### src/rtl/uart_rx_fifo.sv
// Receive FIFO behind a UART receiver: captures a byte on each falling
// edge of rx_int and presents it first-word fall-through to the consumer.
module uart_rx_fifo #(
    parameter int DATA_W     = 8,
    parameter int DEPTH_LOG2 = 4
) (
    input  logic                  clk,
    input  logic                  rst_n,
    input  logic [DATA_W-1:0]     rx_data,
    input  logic                  rx_int,
    output logic [DATA_W-1:0]     rd_data,
    output logic                  rd_valid,
    input  logic                  rd_ready,
    output logic [DEPTH_LOG2:0]   level,
    output logic                  full,
    output logic                  overflow,
    input  logic                  ovf_clr
);

    localparam int DEPTH = 1 << DEPTH_LOG2;
    localparam logic [DEPTH_LOG2:0] LVL_FULL = (DEPTH_LOG2 + 1)'(DEPTH);
    localparam logic [DEPTH_LOG2:0] LVL_ONE = (DEPTH_LOG2 + 1)'(1);
    localparam logic [DEPTH_LOG2-1:0] PTR_ONE = DEPTH_LOG2'(1);

    logic [DATA_W-1:0]     mem [DEPTH];
    logic [DEPTH_LOG2-1:0] wr_ptr;
    logic [DEPTH_LOG2-1:0] rd_ptr;
    logic                  rx_int_d;
    logic                  wr_ev;
    logic                  rd_en;
    logic                  wr_en;
    logic                  drop;

    // rx_data changes on the same edge rx_int falls, so sample it now
    assign wr_ev = rx_int_d & ~rx_int;
    assign rd_en = rd_valid & rd_ready;
    assign wr_en = wr_ev & (~full | rd_en);
    assign drop  = wr_ev & full & ~rd_en;

    assign rd_valid = (level != '0);
    assign full     = (level == LVL_FULL);
    assign rd_data  = rd_valid ? mem[rd_ptr] : '0;

    always_ff @(posedge clk or negedge rst_n) begin
        if (!rst_n) begin
            rx_int_d <= 1'b0;
            wr_ptr   <= '0;
            rd_ptr   <= '0;
            level    <= '0;
            overflow <= 1'b0;
        end else begin
            rx_int_d <= rx_int;
            if (wr_en) wr_ptr <= wr_ptr + PTR_ONE;
            if (rd_en) rd_ptr <= rd_ptr + PTR_ONE;
            unique case ({wr_en, rd_en})
                2'b10:   level <= level + LVL_ONE;
                2'b01:   level <= level - LVL_ONE;
                default: level <= level;
            endcase
            // a drop in the same cycle as a clear still leaves the flag set
            if (drop)
                overflow <= 1'b1;
            else if (ovf_clr)
                overflow <= 1'b0;
        end
    end

    always_ff @(posedge clk) begin
        if (wr_en) mem[wr_ptr] <= rx_data;
    end

endmodule

### config.mk
export PLATFORM = sky130hd
export DESIGN_NAME = uart_rx_fifo
export DESIGN_NICKNAME = d
export VERILOG_FILES = /design/src/rtl/uart_rx_fifo.sv
export SDC_FILE = /design/constraint.sdc
export NUM_CORES = 1
export LEC_CHECK = 0
export CAP_MARGIN = 20
export CORE_ASPECT_RATIO = 0.6
export CORE_UTILIZATION = 44
export CTS_CLUSTER_SIZE = 40
export DETAILED_ROUTE_END_ITERATION = 8
export GPL_TIMING_DRIVEN = 0
export PLACE_DENSITY = 0.7
export SYNTH_ARGS = -nofsm -noshare
export SYNTH_HDL_FRONTEND = slang
export SYNTH_SLANG_ARGS = --single-unit
### constraint.sdc
create_clock -name clk -period 6.9 [get_ports clk]
set_input_delay 1.035 -clock clk [delete_from_list [all_inputs] [get_ports clk]]
set_output_delay 1.035 -clock clk [all_outputs]
set_load 0.01 [all_outputs]
==> results.py <==
metrics = {
    "run": {
        "cap_violations": 0,
    },
    "critical_path": {
        "r2r_start": "level[1]$_DFFE_PN0P_",
        "endpoint_kind": "output pin",
        "arrival_ns": 3.17,
        "cp-start-kind": "register",
        "critical_path_class": "register to output pin",
        "r2r_slack_ns": 4.02,
        "reg2regPathDepth": 9,
        "path_max_fanout": 10,
        "timing.rr.end": "level[4]$_DFFE_PN0P_",
        "crit_required_ns": 5.86,
    },
    "cts": {
        "clkTransAtPathRegs_ns": 0.06,
        "cts_tree": "done",
        "cts_setup_buffers": 0,
        "holdBufCountCts": 0,
        "cts.sinks": 143,
        "cts.repair.resized": 0,
        "cts-root-buf": "clkbuf_16",
        "htreeDepth": 4,
        "cts_buffers": 17,
        "clk_latency_ns": 0.41,
        "clockBufferDepth": 2,
    },
    "finish": {
        "antennaDiodeCount": 0,
        "most-common-layout-cells": "edfxtp_1, mux4_2, clkdlybuf4s50_1",
        "layout.cells.most_common": "edfxtp_1",
        "layout.cells.non_filler": 525,
        "areaGrowthSynthToFinish_pct": 18.3,
        "nNetsFinal": 362,
        "drive_gt1_share_pct": 21.7,
    },
    "logic_synthesis": {
        "ys_types": 41,
        "yosys.area_share.simple_pct": 4.07,
        "async_flop_share_pct": 10.5,
        "ys.flop_type": "edfxtp_1",
        "synth_compound_area_share_pct": 3.10,
        "synth_nets": 315,
        "synth_edf_count": 128,
        "syn_inst": 295,
        "syn_area_sq_um": 5820,
        "synth-seq-area-share_pct": 72.5,
        "synth_top_family_by_area": "multiplexers",
        "muxShareOfSynthArea_pct": 15.8,
        "synth-adder-area-share_pct": 1.51,
        "synth-xor-area-share_pct": 1.36,
        "ys_warn_count": 0,
        "synth_seq_cells": 143,
        "syn_area_per_cell_sq_um": 19.7,
    },
    "sta": {
        "rsz0062_at_grt": "false",
        "tightest_slew_ns": 0.974,
        "tns_ns": 0,
        "finalSetupViolCount": 0,
        "relSlewSlack_pct": 34.8,
        "fin_crit_ns": 4.20,
        "fin_skew_ns": 0.00691,
        "max_freq_ghz": 0.238,
        "finalMaxSlewViolations": 0,
        "period_share_pct": 60.9,
        "finalHoldViolCount": 0,
    },
    "power_and_ir_drop": {
        "p_seq_share_pct": 37.5,
        "power.density_nw_per_um2": 417,
        "ir_worst_vdd_mv": 0.178,
        "p_switching_w": 0.000863,
        "p_int_w": 0.00200,
        "p_total_w": 0.00287,
        "p_sw_share_pct": 30.1,
        "leakage_nw": 2.31,
        "clkPwrFrac_pct": 30.7,
        "comb_power_share_pct": 31.8,
    },
    "drt": {
        "via_count": 2944,
        "drtAntennaViolNets": 0,
        "drt_first_iter_violations": 281,
        "drt_wl_total_um": 11600,
        "wl_per_cell_um": 22.1,
        "drt_first_pass_iters": 4,
        "drcViolationCount": 0,
        "via_per_inst": 5.61,
    },
    "hold_path": {
        "holdPathStages": 1,
        "min_to": "overflow$_DFFE_PN0P_",
        "min_from": "overflow$_DFFE_PN0P_",
        "hold_class": "register to register",
    },
    "placement": {
        "dp_hpwl_um": 7770,
        "globalplace.congestion": 0.806,
        "numPortBuffers": 28,
        "dpl.cell_count": 493,
    },
    "floorplan": {
        "die-area_sq_um": 13700,
        "start_util_pct": 45.2,
        "rows": 32,
        "die_h_um": 91.1,
        "coreArea_sq_um": 12900,
        "dieWidth_um": 150,
        "boundaryPins": 29,
    },
    "grt": {
        "grt_max_degree": 17,
        "grt_pass1_vias": 2944,
        "overflow": 0,
        "grt_first_pass_wirelength_um": 17800,
        "grt_usage_pct": 18.8,
        "antenna_found_initial": 0,
    },
    "outcome": {
        "status": "complete, no violations",
    },
}
==> cell families (layout without fill, tap and decap cells) <==
family | Yosys count | count (layout)
buffers and inverters | 22 | 82
XOR/XNOR | 9 | 9
multiplexers | 51 | 51
AO/OA/AOI/OAI | 24 | 24
AND/OR/NAND/NOR | 39 | 39
adder cells (fa/ha/maj) | 7 | 7
flip-flops | 143 | 143
==> worst max-delay path by stage <==
stage | startpoint | cells after the start | to
after floorplan | rx_int | 8 | level[4]$_DFFE_PN0P_
after global placement | rd_ptr[1]$_DFFE_PN0P_ | 6 | rd_data[4]
after detailed placement | rd_ptr[1]$_DFFE_PN0P_ | 6 | rd_data[4]
after CTS | rd_ptr[1]$_DFFE_PN0P_ | 6 | rd_data[4]
after global routing | rd_ptr[1]$_DFFE_PN0P_ | 6 | rd_data[4]
final | rd_ptr[1]$_DFFE_PN0P_ | 6 | rd_data[4]
==> state kept, by name (all words and copies together), names as in the netlist <==
| name | count |
|---|---|
| overflow | 1 |
| rx_int_d | 1 |
| mem | 128 |
| rd_ptr | 4 |
| level | 5 |
| wr_ptr | 4 |
==> worst max-delay path: stages, from the launching register on <==
cell and delay, ns:
dfrtp_1 0.35, clkbuf_1 0.39, clkbuf_1 0.63, mux4_2 0.36, mux2i_1 0.09, o22ai_1 0.32
clkdlybuf4s50_1 0.62
==> per-layer routing <==
layer	GRT usage, %	wire [um]	part of all wire (%)
met3	4.47	921	7.9
met2	25.8	5180	45
met5	0	0	0
met1	29.0	5440	47
met4	7.07	76	0.65
==> Yosys cell counts, drive strengths merged, types with 2 or more instances <==
library cell / instances / share of area (%)
a211oi: 2 / 0.34
a31oi: 3 / 0.43
a32oi: 2 / 0.30
and2: 13 / 1.4
and3b: 2 / 0.30
buf: 8 / 0.75
clkbuf: 5 / 0.32
dfrtp: 15 / 6.5
edfxtp: 128 / 66
ha: 7 / 1.5
inv: 9 / 0.58
mux2: 2 / 0.45
mux2i: 17 / 2.9
mux4: 32 / 12
nand2: 5 / 0.32
nand2b: 2 / 0.22
nand3: 3 / 0.26
nand4: 3 / 0.32
nor2: 6 / 0.39
o21ai: 2 / 0.17
o22ai: 8 / 0.86
xnor2: 6 / 0.90
xor2: 3 / 0.45
==> power groups by stage <==
| stage | sequential, W | clock, W | combinational, W |
|---|---|---|---|
| final | 0.00108 | 0.000879 | 0.000912 |
| after global placement | 0.00109 | 0 | 0.000898 |
| after detailed placement | 0.00109 | 0 | 0.000922 |
| after global routing | 0.00108 | 0.000932 | 0.000984 |
| after CTS | 0.00108 | 0.000894 | 0.000925 |
| after floorplan | 0.00109 | 0 | 0.000588 |
==> layout make-up <==
type / count / area (sq um)
repair buffers: 28 / 280
clock buffers: 18 / 429
multi-input cells: 130 / 1500
clock inverters: 14 / 143
inverters: 9 / 33.8
plain buffers: 13 / 62.6
well taps: 170 / 213
flip-flops and latches: 143 / 4220
fillers: 979 / 5970
==> per-stage QoR <==
| step | instance area, sq um | hold WS [ns] | setup WS [ns] | util (%) |
|---|---|---|---|---|
| CTS | 6880 | 0.510 | 2.60 | 53.5 |
| global placement | 6310 | 0.483 | 3.21 | 49.1 |
| floorplan | 5820 | 0.478 | 4.00 | - |
| global route | 6880 | 0.524 | 2.50 | 53.5 |
| detailed placement | 6310 | 0.493 | 3.03 | 49.1 |
| finish | 6880 | 0.511 | 2.70 | 53.5 |
(Power assumes the default switching activity.)
